### src/rtl/input_debouncer_pkg.sv
// Shared constants and helpers for the switch/key input debouncer.
package input_debouncer_pkg;

  localparam int NUM_SW              = 10;
  localparam int NUM_KEY             = 4;
  localparam int DEBOUNCE_10MS_50MHZ = 500000;

  // Byte offsets of the switch and key blocks in the input peripheral map
  localparam logic [7:0] IN_SW_START  = 8'h00;
  localparam logic [7:0] IN_KEY_START = 8'h10;

  typedef logic [7:0] press_count_t;

  // A clear that coincides with a press keeps the press, so the count restarts at 1
  function automatic press_count_t next_press_count(
    input press_count_t count,
    input logic         rise,
    input logic         clear
  );
    press_count_t result;
    if (rise && clear) begin
      result = 8'd1;
    end else if (rise) begin
      result = count + 8'd1;
    end else if (clear) begin
      result = 8'd0;
    end else begin
      result = count;
    end
    return result;
  endfunction

endpackage

### src/rtl/debounce_channel.sv
// One debounced input: optional inversion, 2-flop synchronizer, stability
// counter, stable level, edge strobes and a wrapping press counter.
module debounce_channel
  import input_debouncer_pkg::*;
#(
  parameter int   DEBOUNCE_CYCLES = 4,
  parameter logic INVERT          = 1'b0
) (
  input  logic         clock,
  input  logic         reset,
  input  logic         raw_in,
  input  logic         count_clear,
  output logic         stable,
  output logic         rise_pulse,
  output logic         fall_pulse,
  output press_count_t press_count
);

  localparam int              CW         = $clog2(DEBOUNCE_CYCLES + 1);
  localparam logic [CW-1:0]   LAST_COUNT = CW'(DEBOUNCE_CYCLES - 1);

  logic          sync1_r;
  logic          sync2_r;
  logic          stable_r;
  logic          rise_r;
  logic          fall_r;
  logic [CW-1:0] count_r;
  press_count_t  press_count_r;
  logic          settle_s;

  // The differing level has now been seen for DEBOUNCE_CYCLES consecutive edges
  assign settle_s = (sync2_r != stable_r) && (count_r == LAST_COUNT);

  // Synchronize, debounce, and register strobes and press count together
  always_ff @(posedge clock) begin
    if (reset) begin
      sync1_r       <= 1'b0;
      sync2_r       <= 1'b0;
      stable_r      <= 1'b0;
      rise_r        <= 1'b0;
      fall_r        <= 1'b0;
      count_r       <= '0;
      press_count_r <= 8'd0;
    end else begin
      sync1_r <= raw_in ^ INVERT;
      sync2_r <= sync1_r;
      if (sync2_r == stable_r) begin
        count_r <= '0;
      end else if (settle_s) begin
        count_r  <= '0;
        stable_r <= sync2_r;
      end else begin
        count_r <= count_r + CW'(1);
      end
      rise_r        <= settle_s & sync2_r;
      fall_r        <= settle_s & ~sync2_r;
      press_count_r <= next_press_count(press_count_r, settle_s & sync2_r, count_clear);
    end
  end

  assign stable      = stable_r;
  assign rise_pulse  = rise_r;
  assign fall_pulse  = fall_r;
  assign press_count = press_count_r;

endmodule

### src/rtl/input_debouncer.sv
// Debouncer for the board switches and active-low keys; one independent
// debounce_channel per input pin.
module input_debouncer
  import input_debouncer_pkg::*;
#(
  parameter int                    NUM_INPUTS      = NUM_SW + NUM_KEY,
  parameter int                    DEBOUNCE_CYCLES = DEBOUNCE_10MS_50MHZ,
  parameter logic [NUM_INPUTS-1:0] INVERT_MASK     = 14'b11110000000000
) (
  input  logic                       clock,
  input  logic                       reset,
  input  logic [NUM_INPUTS-1:0]      raw_in,
  input  logic [NUM_INPUTS-1:0]      count_clear,
  output logic [NUM_INPUTS-1:0]      stable,
  output logic [NUM_INPUTS-1:0]      rise_pulse,
  output logic [NUM_INPUTS-1:0]      fall_pulse,
  output logic [NUM_INPUTS-1:0][7:0] press_count
);

  for (genvar i = 0; i < NUM_INPUTS; i++) begin : g_channel
    debounce_channel #(
      .DEBOUNCE_CYCLES(DEBOUNCE_CYCLES),
      .INVERT         (INVERT_MASK[i])
    ) u_channel (
      .clock      (clock),
      .reset      (reset),
      .raw_in     (raw_in[i]),
      .count_clear(count_clear[i]),
      .stable     (stable[i]),
      .rise_pulse (rise_pulse[i]),
      .fall_pulse (fall_pulse[i]),
      .press_count(press_count[i])
    );
  end

endmodule
### config.mk
export PLATFORM = sky130hd
export DESIGN_NAME = input_debouncer
export DESIGN_NICKNAME = d
export VERILOG_FILES = /design/src/rtl/input_debouncer_pkg.sv /design/src/rtl/debounce_channel.sv /design/src/rtl/input_debouncer.sv
export SDC_FILE = /design/constraint.sdc
export NUM_CORES = 1
export LEC_CHECK = 0
export CAP_MARGIN = 20
export CELL_PAD_IN_SITES_DETAIL_PLACEMENT = 0
export CELL_PAD_IN_SITES_GLOBAL_PLACEMENT = 2
export CORE_MARGIN = 3
export CORE_UTILIZATION = 35
export CTS_CLUSTER_SIZE = 30
export DETAILED_ROUTE_END_ITERATION = 10
export HOLD_SLACK_MARGIN = 0.1
export PLACE_DENSITY = 0.78
export SYNTH_ARGS = -nofsm -noshare
export SYNTH_HDL_FRONTEND = slang
export SYNTH_SLANG_ARGS = --single-unit
### constraint.sdc
create_clock -name clock -period 2.9 [get_ports clock]
set_input_delay 0.29 -clock clock [delete_from_list [all_inputs] [get_ports clock]]
set_output_delay 0.29 -clock clock [all_outputs]
set_load 0.03 [all_outputs]
# Word-level counts from Yosys, hierarchy flattened
# Index checks and enable logic that the tools add are counted.
# word_totals
word_cells,382
ff_bits,448
inputBits,30
out_inout_bits,154
# op_classes
addsub,28
mux,42
n_eq_ne,42
n_reduce_logical,98
bitwise_logic,60
# op_table
operator,count
$add 19x1->19 const B,14
$eq 19x19->1 const B,14
$mux 8,28
$add 8x1->8 const B,14
$reduce_bool 3->1,14
$reduce_or 3->1,14
$not 1->1,32
$and 1x1->1,28
$logic_and 1x1->1,28
$reduce_and 2->1,14
$reduce_bool 2->1,14
$reduce_or 2->1,14
$eq 1x1->1,14
$mux 1,14
$ne 1x1->1,14

# Longest topological paths before layout
# depth
word_depth,5
depth_mapped,8
mapped_depth_nobuf,5

# Cells and area by module
# Synthesis repeated with hierarchy kept, for this count alone.
# unflattened
hier_cells,2371
area_unflattened_um2,20513.4
# modules_own_cells
mod,n_inst,cells_each,area_each_um2,seq_area_each_um2
debounce_channel at g_channel[0].u_channel ...,9,169,1456.4,640.6
debounce_channel at g_channel[10].u_channel ...,4,170,1470.2,640.6
debounce_channel at g_channel[9].u_channel,1,170,1525.2,640.6

# Worst setup path before layout
# No wires, ideal clock.
# synth_path
kind,reg2reg
start,register g_channel[0].u_channel.count_r[0]
end,register g_channel[0].u_channel.count_r[10]
arrival_ns,2.154
path_buffers,3
required_time_ns,2.772
path_slack_ns,0.618
synth_period_minus_slack_ns,2.282
stages_incl_launch_ff,9
setup_ns,0.128
path_cell_list,dfxtp_1 ha_1 clkbuf_1 nand4bb_1 or4_1 clkbuf_1 o21ai_1 clkbuf_1 nor2_1
# synth_via
elab_chain_len,3
elab_cells_between_ends,4
cone_classes,1 x add/sub; 1 x eq/ne; 2 x reduce/logical
# synth_lines
element,line_no,rtl
start: declaration,debounce_channel.sv:27,logic [CW-1:0] count_r;
start signal: assignment,debounce_channel.sv:53,count_r <= count_r + CW'(1);
branches (longest 3 deep; another with $add 19x1->19),-,
# Several ways; the timed one is not identified.
# A chain may end at the register's enable or synchronous reset.

# Final worst setup path
# layout_path
start,register g_channel[13].u_channel.count_r[9]
end,register g_channel[13].u_channel.press_count_r[4]
# layout_via
elab_chain_len,5
elab_cells_between_ends,7
cone_classes,1 x eq/ne; 1 x mux; 1 x bitwise; 4 x reduce/logical
# layout_lines
element,line_no,rtl
start: declaration,debounce_channel.sv:27,
start signal: assignment,debounce_channel.sv:53,
$eq 19x19->1 *,debounce_channel.sv:32,assign settle_s = (sync2_r != stable_r) && (count_r == LAST_COUNT);
$logic_and 1x1->1 *,debounce_channel.sv:32,
$and 1x1->1 *,debounce_channel.sv:57,"press_count_r <= next_press_count(press_count_r, settle_s & sync2_r, count_clear);"
$logic_and 1x1->1,input_debouncer_pkg.sv:21,if (rise && clear) begin
$reduce_or 2->1 (no source line),-,
end signal: assignment,debounce_channel.sv:57,
end: declaration,debounce_channel.sv:28,press_count_t press_count_r;
# Every way passes the cells marked *; elsewhere a longest branch is shown, timed or not.

==> results.ini <==
[outcome]
outcome=completed

[critical_path]
cp.arrival_ns=2.94
setup.worst_path.start_class=register
slowest_delay_ns=0.77
cp_max_fo=17
crit_top_cell=or4b_1
r2r-start=g_channel[13].u_channel.count_r[9]
required_ns=3.40
crit_type=register to register
worstPathCellList=or4b_1, or4b_1, or4_1, a21oi_1
cp-startpoint=g_channel[13].u_channel.count_r[9]
slowest_stage=or4b_1
end_kind=register

[floorplanning]
design.core.area_mm2=0.0570
row_count=87
die_h_um=248
io-pin-count=184
die_x_um=248
initial_core_util_pct=35.8
die_area_mm2=0.0613

[layout]
finish.utilization_pct=42.8
drive_gt1_share_pct=5.54
area_delta_synth_final_pct=19.5
final_area_mm2=0.0244
area.sequential_mm2=0.00897
diodes=0
fillerInstances=5676
finish.net_count=2549
multiInputGateArea_mm2=0.0106

[timing]
setup_ws_ns=0.456
tightest_slew_ns=0.716
drv_slew=0
clock.fmax_mhz=409
setup_viol=0
relSlewSlack_pct=52.2
grt_setup_unrepaired=false
fin_crit_sh_pct=84.3
skew_ns=0.0102
min_period_ns=2.44
hold_viol=0
fin_tns_setup_ns=0

[power]
power.total_w=0.0129
leakage_nw=7.20
vdd_drop_max_mv=0.429
p_per_area_mw_per_mm2=528

[global_routing]
grt_pass1_wl_um=81400
grt_use_total_pct=15.5
antenna_found_initial=0
grt_overflow_total=0
grt_max_degree=36
grt_pass1_vias=16300

[clock_network]
clock_sinks=448
post_cts_buffers=0
cts_buffers=53
cts_tree=built
clkLatencyLatePin_ns=0.58
clk_path_buf_depth=3
htreeDepth=2
clk_pin_slew_ns=0.05
cts_hold_repair.buffers=0
ctsRootBufferMaster=clkbuf_16
cts_resized=0

[worst_hold_path]
hp-start=reset
timing.hold.worst.class=primary input to register

[routing]
drt_iter0_drc=729
ant_nets=0
totalWireLength_um=48200
drtPass1Iterations=5
drcViolationCount=0
vias=17400
viasPerCell=5.31
routedWlPerCell_um=14.7

[yosys]
synth_flop_cell=dfxtp_1
yosysTopAreaCellShare_pct=43.9
synth-seq-cells=448
synthCells=2365
ys_seq_area_share_pct=43.9
synthTopCellsByArea=dfxtp_1 44%, nor2_1 4.4%, xnor2_1 4.4%
synth_warnings=0
yosys.cell_types.count=52
syn_area_mm2=0.0204
yosysTopAreaCell=dfxtp_1
syn-num-nets=2423
avgSynthCellArea_um2=8.64
synth_edf_count=0
ys_async_sr_fraction_pct=0

[place]
post-place-ws_ns=0.454
place_congestion=0.784
dp_hpwl_um=33100
placed_area_mm2=0.0227
io_buffers=183

[job]
drv_cap=0

## flip-flops by register name (all words and copies together), names as in the netlist
signal                           count
g_channel.u_channel.sync1_r         14
g_channel.u_channel.press_count    112
g_channel.u_channel.count_r        266
g_channel.u_channel.rise_pulse      14
g_channel.u_channel.sync2_r         14
g_channel.u_channel.fall_pulse      14
g_channel.u_channel.stable          14
## path summary, 6_finish.rpt
| kind | cells past startpoint | slack, ns | endpoint |
|---|---|---|---|
| worst max register to register | 4 | 0.46 | g_channel[13].u_channel.press_count[4] |
| worst min-delay path | 2 | 0.19 | g_channel[8].u_channel.sync2_r |
| worst min register to register | 1 | 0.43 | g_channel[13].u_channel.sync2_r |
| worst max-delay path | 4 | 0.46 | g_channel[13].u_channel.press_count[4] |
## cell usage in the layout (no fill, tap or decap), types with 28 or more instances in the layout
cell type	netlist	final
o21ai_0	71	71
nand4_1	110	110
inv_1	60	60
ha_1	28	28
dfxtp_1	448	448
nor2_1	240	240
xor2_1	85	85
nand2_1	114	114
or3_1	65	65
a21oi_1	177	177
nor2b_1	52	52
nor4_1	56	56
and4_1	45	45
clkbuf_16	0	53
and3_1	37	37
nand3_1	139	139
clkdlybuf4s50_1	0	182
o31ai_1	89	89
or4_1	103	103
nor3_1	52	52
xnor2_1	102	102
## stage by stage
step           hold WS [ns]  std cells
2_1_floorplan         0.357       2365
3_3_place_gp          0.418       3192
3_5_place_dp          0.424       3192
4_1_cts               0.147       3285
5_1_grt               0.176       3285
6_report              0.189       3285
## synthesized netlist by cell type, drive strengths merged (65+ instances only)
cell    instances
or4           103
clkbuf         85
nand3         139
nand2         114
o21ai          80
o31ai          89
dfxtp         448
nor2          240
a21oi         177
xor2           85
or3            65
xnor2         102
nand4         110
## per-layer routing
metal	track usage [%]	vias to the layer above	part of all wire [%]
li1	-	8861	-
met5	0	-	0
met3	2.77	54	4.0
met2	24.6	233	44
met4	4.02	0	1.8
met1	21.7	8285	50
## critical path: cells and delay by family, from the launching register on
kind | cells | cell delay [ns]
flops | 1 | 0.35
compound gates | 1 | 0.15
simple gates | 3 | 1.87
## cell families (layout without fill, tap and decap cells)
logic type	count (synthesis)	after routing	share of synthesized area (%)
AOI/OAI and AO/OA	373	373	10.7
muxes	4	4	0.202
and+or+nand+nor	1130	1130	31.1
adders and majority gates	28	28	1.72
buffers and inverters	195	359	4.38
DFF	448	448	43.9
xor gates and xnor gates	187	187	8.02
## layout make-up
type                    instances  area share [%]
multi-input cells            1722            43.3
clock inverters                15           0.538
clock buffers                  78            6.43
inverters                      60           0.922
flip-flops and latches        448            36.7
well taps                     756            3.87
repair buffers                206            8.25
## report_power, final
group	internal, W	switching, W
clock network	0.00389	0.00260
registers	0.00618	0.0000160
logic	0.0000794	0.000115
Note: power is estimated with default switching activity, not from simulation.
